`config.mk`:
```
export PLATFORM = sky130hd
export DESIGN_NAME = vga_h_timing_core
export DESIGN_NICKNAME = d
export VERILOG_FILES = /design/src/rtl/vga_timing_pkg.sv /design/src/rtl/vga_h_timing_core_eq_comparator.sv /design/src/rtl/vga_h_timing_core.sv
export SDC_FILE = /design/constraint.sdc
export NUM_CORES = 1
export LEC_CHECK = 0
export CAP_MARGIN = 20
export CORE_MARGIN = 2
export CORE_UTILIZATION = 43
export CTS_BUF_LIST = sky130_fd_sc_hd__clkbuf_4 sky130_fd_sc_hd__clkbuf_8
export DETAILED_ROUTE_END_ITERATION = 10
export PLACE_DENSITY = 0.81
export SYNTH_ARGS = -nofsm -noshare
export SYNTH_HDL_FRONTEND = slang
export SYNTH_SLANG_ARGS = --single-unit
```
`constraint.sdc`:
```
create_clock -name clk -period 2 [get_ports clk]
set_input_delay 0.2 -clock clk [delete_from_list [all_inputs] [get_ports clk]]
set_output_delay 0.2 -clock clk [all_outputs]
set_load 0.005 [all_outputs]
```
`src/rtl/vga_timing_pkg.sv`:
```
// vga_timing_pkg
// Shared SVGA 800x600@60 Hz timing constants and counter widths for the
// horizontal/vertical timing cores, plus a helper that tells whether a
// match constant can be represented in a given comparator width.
package vga_timing_pkg;

    localparam int unsigned HW = 11;   // horizontal counter width
    localparam int unsigned VW = 10;   // vertical counter width

    localparam int unsigned VGA_H_TOTAL      = 1056;
    localparam int unsigned VGA_H_VISIBLE    = 800;
    localparam int unsigned VGA_H_SYNC_START = 840;
    localparam int unsigned VGA_H_SYNC_END   = 968;

    localparam int unsigned VGA_V_VISIBLE    = 600;
    localparam int unsigned VGA_V_SYNC_START = 601;
    localparam int unsigned VGA_V_SYNC_END   = 605;
    localparam int unsigned VGA_V_TOTAL      = 628;

    // True when value fits in an unsigned field of the given width. A constant
    // that does not fit must never match; truncating it would alias it onto a
    // real count value.
    function automatic bit fits_width(input int unsigned value, input int unsigned width);
        return (width >= 32) || (value < (32'd1 << width));
    endfunction

endpackage

```
`src/rtl/vga_h_timing_core_eq_comparator.sv`:
```
// eq_comparator
// Purely combinational equality strobe.
// Ports:
//   input_value  [WIDTH-1:0]  live count being watched
//   loaded_value [WIDTH-1:0]  constant to match against
//   match                     high while input_value == loaded_value
module eq_comparator #(
    parameter int unsigned WIDTH = 11
) (
    input  logic [WIDTH-1:0] input_value,
    input  logic [WIDTH-1:0] loaded_value,
    output logic             match
);

    assign match = (input_value == loaded_value);

endmodule

```
`src/rtl/vga_h_timing_core.sv`:
```
// vga_h_timing_core
// Horizontal timing core for the 800x600@60 Hz pipeline (40 MHz pixel clock).
// Free-running horizontal pixel counter, a registered once-per-line pulse for
// the vertical counter, and equality strobes on hcount and on the external
// vcount for the downstream window SR flops.
// Ports:
//   clk                 pixel clock, rising edge
//   rst                 asynchronous active-low reset
//   vcount      [9:0]   current line from the vertical counter
//   hcount      [10:0]  current pixel index, 0..H_TOTAL-1
//   line_end            registered pulse, high while hcount == H_TOTAL-1
//   h_match_*           hcount equality strobes (last/visible/sync start/end)
//   v_match_*           vcount equality strobes (visible/sync start/end/total)
module vga_h_timing_core
    import vga_timing_pkg::*;
#(
    parameter int unsigned H_TOTAL      = VGA_H_TOTAL,
    parameter int unsigned H_VISIBLE    = VGA_H_VISIBLE,
    parameter int unsigned H_SYNC_START = VGA_H_SYNC_START,
    parameter int unsigned H_SYNC_END   = VGA_H_SYNC_END,
    parameter int unsigned V_VISIBLE    = VGA_V_VISIBLE,
    parameter int unsigned V_SYNC_START = VGA_V_SYNC_START,
    parameter int unsigned V_SYNC_END   = VGA_V_SYNC_END,
    parameter int unsigned V_TOTAL      = VGA_V_TOTAL
) (
    input  logic          clk,
    input  logic          rst,
    input  logic [9:0]    vcount,
    output logic [10:0]   hcount,
    output logic          line_end,
    output logic          h_match_last,
    output logic          h_match_visible,
    output logic          h_match_sync_start,
    output logic          h_match_sync_end,
    output logic          v_match_visible,
    output logic          v_match_sync_start,
    output logic          v_match_sync_end,
    output logic          v_match_total
);

    localparam int unsigned H_LAST = H_TOTAL - 1;

    // Representability of each constant; unrepresentable ones gate their
    // strobe off permanently instead of matching a truncated value.
    localparam bit H_LAST_OK  = fits_width(H_LAST, HW);
    localparam bit H_VIS_OK   = fits_width(H_VISIBLE, HW);
    localparam bit H_SS_OK    = fits_width(H_SYNC_START, HW);
    localparam bit H_SE_OK    = fits_width(H_SYNC_END, HW);
    localparam bit V_VIS_OK   = fits_width(V_VISIBLE, VW);
    localparam bit V_SS_OK    = fits_width(V_SYNC_START, VW);
    localparam bit V_SE_OK    = fits_width(V_SYNC_END, VW);
    localparam bit V_TOT_OK   = fits_width(V_TOTAL, VW);

    localparam logic [HW-1:0] H_LAST_VAL = H_LAST[HW-1:0];
    localparam logic [HW-1:0] H_VIS_VAL  = H_VISIBLE[HW-1:0];
    localparam logic [HW-1:0] H_SS_VAL   = H_SYNC_START[HW-1:0];
    localparam logic [HW-1:0] H_SE_VAL   = H_SYNC_END[HW-1:0];
    localparam logic [VW-1:0] V_VIS_VAL  = V_VISIBLE[VW-1:0];
    localparam logic [VW-1:0] V_SS_VAL   = V_SYNC_START[VW-1:0];
    localparam logic [VW-1:0] V_SE_VAL   = V_SYNC_END[VW-1:0];
    localparam logic [VW-1:0] V_TOT_VAL  = V_TOTAL[VW-1:0];

    logic          h_last_eq;
    logic          h_vis_eq;
    logic          h_ss_eq;
    logic          h_se_eq;
    logic          v_vis_eq;
    logic          v_ss_eq;
    logic          v_se_eq;
    logic          v_tot_eq;
    logic [HW-1:0] hcount_next;

    eq_comparator #(.WIDTH(HW)) u_h_last (.input_value(hcount), .loaded_value(H_LAST_VAL), .match(h_last_eq));
    eq_comparator #(.WIDTH(HW)) u_h_vis  (.input_value(hcount), .loaded_value(H_VIS_VAL),  .match(h_vis_eq));
    eq_comparator #(.WIDTH(HW)) u_h_ss   (.input_value(hcount), .loaded_value(H_SS_VAL),   .match(h_ss_eq));
    eq_comparator #(.WIDTH(HW)) u_h_se   (.input_value(hcount), .loaded_value(H_SE_VAL),   .match(h_se_eq));
    eq_comparator #(.WIDTH(VW)) u_v_vis  (.input_value(vcount), .loaded_value(V_VIS_VAL),  .match(v_vis_eq));
    eq_comparator #(.WIDTH(VW)) u_v_ss   (.input_value(vcount), .loaded_value(V_SS_VAL),   .match(v_ss_eq));
    eq_comparator #(.WIDTH(VW)) u_v_se   (.input_value(vcount), .loaded_value(V_SE_VAL),   .match(v_se_eq));
    eq_comparator #(.WIDTH(VW)) u_v_tot  (.input_value(vcount), .loaded_value(V_TOT_VAL),  .match(v_tot_eq));

    assign h_match_last       = H_LAST_OK && h_last_eq;
    assign h_match_visible    = H_VIS_OK  && h_vis_eq;
    assign h_match_sync_start = H_SS_OK   && h_ss_eq;
    assign h_match_sync_end   = H_SE_OK   && h_se_eq;
    assign v_match_visible    = V_VIS_OK  && v_vis_eq;
    assign v_match_sync_start = V_SS_OK   && v_ss_eq;
    assign v_match_sync_end   = V_SE_OK   && v_se_eq;
    assign v_match_total      = V_TOT_OK  && v_tot_eq;

    always_comb begin
        hcount_next = h_last_eq ? '0 : hcount + 1'b1;
    end

    // line_end is registered from the next-count decode so it is high in the
    // same cycle as hcount == H_TOTAL-1 yet comes straight off a flop; it is
    // used as a clock by the vertical counter and must not glitch.
    always_ff @(posedge clk or negedge rst) begin
        if (!rst) begin
            hcount   <= '0;
            line_end <= 1'b0;
        end else begin
            hcount   <= hcount_next;
            line_end <= (hcount_next == H_LAST_VAL);
        end
    end

endmodule

```
==> flow_summary.json, run 1 <==
{
  "finClkSkew_ps": 1.41,
  "grt_max_degree": 13,
  "power.share.switching_pct": 19.6,
  "postSynth.asyncResetShare_pct": 100,
  "wl_microns": 1760,
  "grt_overflow": 0,
  "fin_crit_sh_pct": 95.6,
  "instances_no_fill": 144,
  "peakVddDrop_mv": 0.240,
  "p_leak_uw": 0.000598,
  "rsz0062_at_grt": "false",
  "synth-seq-cells": 12,
  "cts_max_level": 1,
  "holdCritPathClass": "in2async",
  "drt-pass1-iter-count": 4,
  "area_growth_pct": 64.8,
  "layout_setup_ws_ps": 88.9,
  "via_per_inst": 5.22,
  "clock-sinks": 12,
  "synth.avg_cell_area_sq_um": 9.54,
  "core-area_sq_mm": 0.00169,
  "dp_worst_setup_slack_ps": -478,
  "reg2reg_from": "hcount[2]",
  "p_seq_share_pct": 52.3,
  "grt_pass1_vias": 714,
  "drc_errors": 0,
  "antenna_found_initial": 0,
  "syn-cell-area_sq_um": 763,
  "synth_cell_types": 38,
  "nFillCells": 115,
  "initial_utilization_pct": 45.2,
  "report.final.slew_viol_count": 0,
  "busiest_layer": "met2",
  "period_needed_ps": 1910,
  "power_density_mw_per_mm2": 369,
  "synthCells": 80,
  "synth_ff_type": "dfrtp_1",
  "tightest_slew_ps": 554,
  "drt_iter0_drc": 17,
  "path_clk_slew_ps": 70,
  "use_met1_pct": 23.9,
  "cts-root-buf": "clkbuf_4",
  "placed_cells": 135,
  "final_nets": 143,
  "cts_made_buffers": 3,
  "required_ps": 1800,
  "clockBufferDepth": 2,
  "hold_buffers": 0,
  "timing.rr.end": "line_end",
  "ant_nets": 0,
  "synth-edff-count": 0,
  "drive_gt1_share_pct": 27.6,
  "combPwrFrac_pct": 6.5,
  "rows": 15,
  "cp-end-kind": "primary output",
  "cts_tree": "yes",
  "internal-power_uw": 373,
  "setup_violations": 0,
  "r2r_cells": 6,
  "grt_use_met3_pct": 4.71,
  "io_pins": 32,
  "synth_fp_nets": 95,
  "dp.final_hpwl_microns": 1370,
  "startpoint_type": "primary input",
  "worstSetupPathType": "in2out",
  "die-area_sq_mm": 0.00213,
  "p_sw_uw": 90.9,
  "diodes": 0,
  "via_count": 752,
  "yosys_warnings": 0,
  "seqCellArea_sq_um": 300,
  "met2_usage_pct": 33.3,
  "layout_common_cells": "20 x clkdlybuf4s50_1, 13 x buf_4, 12 x dfrtp_1",
  "wl_per_cell_microns": 12.2,
  "grt_util_all_layers_pct": 19.8,
  "reg2reg_slack_ps": 250,
  "final_common_cell": "clkdlybuf4s50_1",
  "crit_fanout": 2,
  "seq_area_frac_synth_pct": 39.3,
  "port_buffers": 31,
  "hold_viol": 0,
  "die_y_microns": 46.1,
  "timing.fmax_ghz": 0.523,
  "arrival_ps": 1710,
  "multi_input_area_sq_um": 470,
  "p_clk_share_pct": 41.2,
  "clk_latency_ps": 270,
  "die_w_microns": 46.1,
  "fin_util_pct": 74.4,
  "grt_pass1_wl_microns": 2980,
  "maxCapViolCount": 0,
  "max_slew_margin_pct": 62.9,
  "outcome": "finished, final reports clean",
  "place_congestion": 0.808
}
layout make-up:
cell class,instances,share of cell area (%)
Multi-Input combinational cell,61,37.4
Timing Repair Buffer,46,32.9
Inverter,4,1.19
Clock buffer,4,2.89
Sequential cell,12,23.9
Tap cell,17,1.69
logic make-up after synthesis:
| group | after synthesis | synth area share, % |
|---|---|---|
| AOI/OAI and AO/OA | 6 | 5.74 |
| xor gates and xnor gates | 9 | 11.3 |
| adders and majority gates | 3 | 4.92 |
| buffers and inverters | 7 | 4.59 |
| DFF | 12 | 39.3 |
| and+or+nand+nor | 43 | 34.1 |
cells in the mapped netlist (all sizes together) (2+ instances only):
master	number	area [sq um]
xor2	5	43.8
dfrtp	12	300
nand3	3	20.0
nor3b	2	15.0
xnor2	4	42.6
buf	2	12.5
inv	4	15.0
nor3	4	20.0
nand2	7	28.8
and3	2	12.5
ha	3	37.5
nor2	10	37.5
through the flow:
stage	power [uW]	TNS [ps]	hold slack [ps]	instance area, sq um
2_1_floorplan	251	0	-95.6	763
3_3_place_gp	278	-1090	532	1150
3_5_place_dp	278	-1240	540	1150
4_1_cts	472	0	292	1240
5_1_grt	488	0	308	1260
6_report	463	0	282	1260
worst max-delay path: stages:
cell,delay (ps)
dlygate4sd2_1,230
nor4bb_1,290
nand3b_1,130
or3b_4,390
buf_4,140
nor2_2,90
dlygate4sd2_1,230
flip-flops by register name, indices dropped and copies added (netlist names):
name,flops
hcount,11
line_end,1
routing by layer:
layer,share of wire (%),up-vias
li1,-,374
met1,41,343
met2,51,31
met3,6.7,4
met4,1.5,0
met5,0,-
power groups by stage:
stage / registers (uW) / logic [uW] / clock network, uW
after floorplan: 247 / 3.44 / 0
after global placement: 247 / 30.6 / 0
after detailed placement: 247 / 31.2 / 0
after CTS: 242 / 29.9 / 200
after global routing: 242 / 33.1 / 212
final: 242 / 30.2 / 191
timing repair:
action                                  CTS  global route
setup buffers                             3             2
resized for setup                        25             4
endpoints found under the setup margin    7             5
pin swaps                                 5             6
endpoints found under the hold margin     0             0
how the worst max path moves through the flow:
stage	startpoint	slack, ps	cells after the start	endpoint
final	vcount[8]	90	7	v_match_sync_end
after global routing	hcount[0]	7	7	h_match_visible
after CTS	hcount[9]	20	4	h_match_last
after detailed placement	vcount[9]	-480	6	v_match_sync_start
after global placement	vcount[9]	-400	6	v_match_sync_start
after floorplan	hcount[2]	370	6	line_end
(Power assumes the default switching activity.)
==> run 2, diff against run 1 <==
--- a/config.mk
+++ b/config.mk
@@ -10,6 +10,7 @@
 export CORE_UTILIZATION = 43
 export CTS_BUF_LIST = sky130_fd_sc_hd__clkbuf_4 sky130_fd_sc_hd__clkbuf_8
 export DETAILED_ROUTE_END_ITERATION = 10
+export GPL_ROUTABILITY_DRIVEN = 1
 export PLACE_DENSITY = 0.81
 export SYNTH_ARGS = -nofsm -noshare
 export SYNTH_HDL_FRONTEND = slang
==> constraint.sdc (replaced) <==
create_clock -name clk -period 2 [get_ports clk]
set_input_delay 0.3 -clock clk [delete_from_list [all_inputs] [get_ports clk]]
set_output_delay 0.3 -clock clk [all_outputs]
set_load 0.005 [all_outputs]
==> flow_summary.json, run 2 (synthesized netlist as in run 1, its figures left out) <==
{
  "layout_common_cells": "20 x clkdlybuf4s50_1, 14 x buf_4, 12 x dfrtp_1",
  "internal-power_uw": 332,
  "dp.final_hpwl_microns": 1500,
  "rows": 15,
  "critical_path.cell_chain": "clkdlybuf4s15_1 -> nor4bb_2 -> nand3b_1 -> or3b_4 -> nor3b_2 -> buf_2",
  "wl_per_cell_microns": 13.3,
  "timing.fmax_ghz": 0.511,
  "clock-sinks": 12,
  "path_clk_slew_ps": 70,
  "p_seq_share_pct": 57.6,
  "die-area_sq_mm": 0.00213,
  "die_y_microns": 46.1,
  "grt_pass1_wl_microns": 2900,
  "crit_family": "simple AND/OR/NAND/NOR gates",
  "antenna_found_initial": 0,
  "core-area_sq_mm": 0.00169,
  "final_common_cell": "clkdlybuf4s50_1",
  "crit_slowest_cell": "or3b_4",
  "cts_max_level": 1,
  "grt_max_degree": 13,
  "final_nets": 142,
  "crit_start": "vcount[7]",
  "grt_util_all_layers_pct": 19.7,
  "wl_microns": 1890,
  "p_leak_uw": 0.000562,
  "cp-end-kind": "primary output",
  "outcome": "finished, final reports clean",
  "finalSetupTns_ps": 0,
  "startpoint_type": "primary input",
  "reg2reg_from": "hcount[0]",
  "clk_latency_ps": 270,
  "dp_worst_setup_slack_ps": -732,
  "peakVddDrop_mv": 0.289,
  "finClkSkew_ps": 4.21,
  "ant_nets": 0,
  "drc_errors": 0,
  "place_congestion": 0.797,
  "via_count": 768,
  "diodes": 0,
  "period_needed_ps": 1960,
  "via_per_inst": 5.41,
  "cts_tree": "yes",
  "path_buf_inv": 2,
  "crit_fanout": 3,
  "fin_crit_sh_pct": 97.8,
  "drt-pass1-iter-count": 3,
  "io_pins": 32,
  "initial_utilization_pct": 45.2,
  "port_buffers": 31,
  "regMostFlops": "hcount",
  "drt_iter0_drc": 5,
  "total_power_uw": 421,
  "power_density_mw_per_mm2": 347,
  "layout_top_registers": "hcount x11, line_end x1",
  "worstSetupPathType": "in2out",
  "multi_input_area_sq_um": 464,
  "p_clk_share_pct": 35.1,
  "max_slew_margin_pct": 64.6,
  "tightest_slew_ps": 529,
  "die_w_microns": 46.1,
  "grt_overflow": 0,
  "layout_setup_ws_ps": 43.7,
  "rsz0062_at_grt": "false",
  "maxCapViolCount": 0,
  "holdCritPathClass": "in2async",
  "power.share.switching_pct": 21.0,
  "combPwrFrac_pct": 7.3,
  "cts-root-buf": "clkbuf_4",
  "arrival_ps": 1660,
  "cts_made_buffers": 3,
  "grt_pass1_vias": 718,
  "clockBufferDepth": 2,
  "largest_reg_flops": 11,
  "critPathMaxStageDelay_ps": 440,
  "p_sw_uw": 88.4,
  "area_growth_pct": 58.7,
  "setup_violations": 0,
  "nFillCells": 132,
  "drive_gt1_share_pct": 29.6,
  "report.final.slew_viol_count": 0,
  "hold_viol": 0,
  "required_ps": 1700,
  "seqCellArea_sq_um": 300,
  "reg2reg_slack_ps": 250
}
==> run 2: power groups by stage <==
| stage | Combinational (uW) | Sequential, uW | Clock, uW |
|---|---|---|---|
| floorplan | 3.44 | 247 | 0 |
| global placement | 30.4 | 247 | 0 |
| detailed placement | 31.7 | 247 | 0 |
| CTS | 30.2 | 242 | 153 |
| global route | 33.6 | 242 | 159 |
| finish | 30.6 | 242 | 147 |
==> run 2: through the flow <==
| stage | hold slack, ps | instances | util (%) | cell area [sq um] |
|---|---|---|---|---|
| after floorplan | 4.41 | 80 | - | 763 |
| after global placement | 532 | 137 | 69.0 | 1160 |
| after detailed placement | 539 | 137 | 69.0 | 1160 |
| after CTS | 387 | 142 | 71.0 | 1200 |
| after global routing | 418 | 142 | 71.7 | 1210 |
| final | 371 | 142 | 71.7 | 1210 |
==> run 2: area by class of cell <==
cell class	count	share of cell area [%]
Clock buffer	3	1.86
Inverter	4	1.24
Multi-Input combinational cell	61	38.3
Sequential cell	12	24.8
Tap cell	17	1.76
Timing Repair Buffer	45	32.0
==> run 2: path summary, 6_finish.rpt <==
check                                     end  depth (start not counted)
max                        v_match_sync_start                          6
min in group clk                   hcount[10]                          1
min                                 hcount[8]                          1
max in group asynchronous           hcount[4]                          1
min reg2reg                        hcount[10]                          1
max reg2reg                          line_end                          8
==> run 2: routing by layer <==
| metal | vias up | share of wire (%) | GRT usage (%) |
|---|---|---|---|
| met3 | 6 | 6.2 | 5.49 |
| met5 | - | 0 | 0 |
| met2 | 35 | 52 | 35.0 |
| met4 | 0 | 2.7 | 10.9 |
| li1 | 371 | - | - |
| met1 | 356 | 39 | 20.5 |
==> run 2: repair_timing <==
action | 4_1_cts | 5_1_grt
pin swaps | 9 | 4
hold buffers | 0 | 0
endpoints found under the setup margin | 8 | 3
buffers inserted | 2 | 0
gates resized for setup | 37 | 2
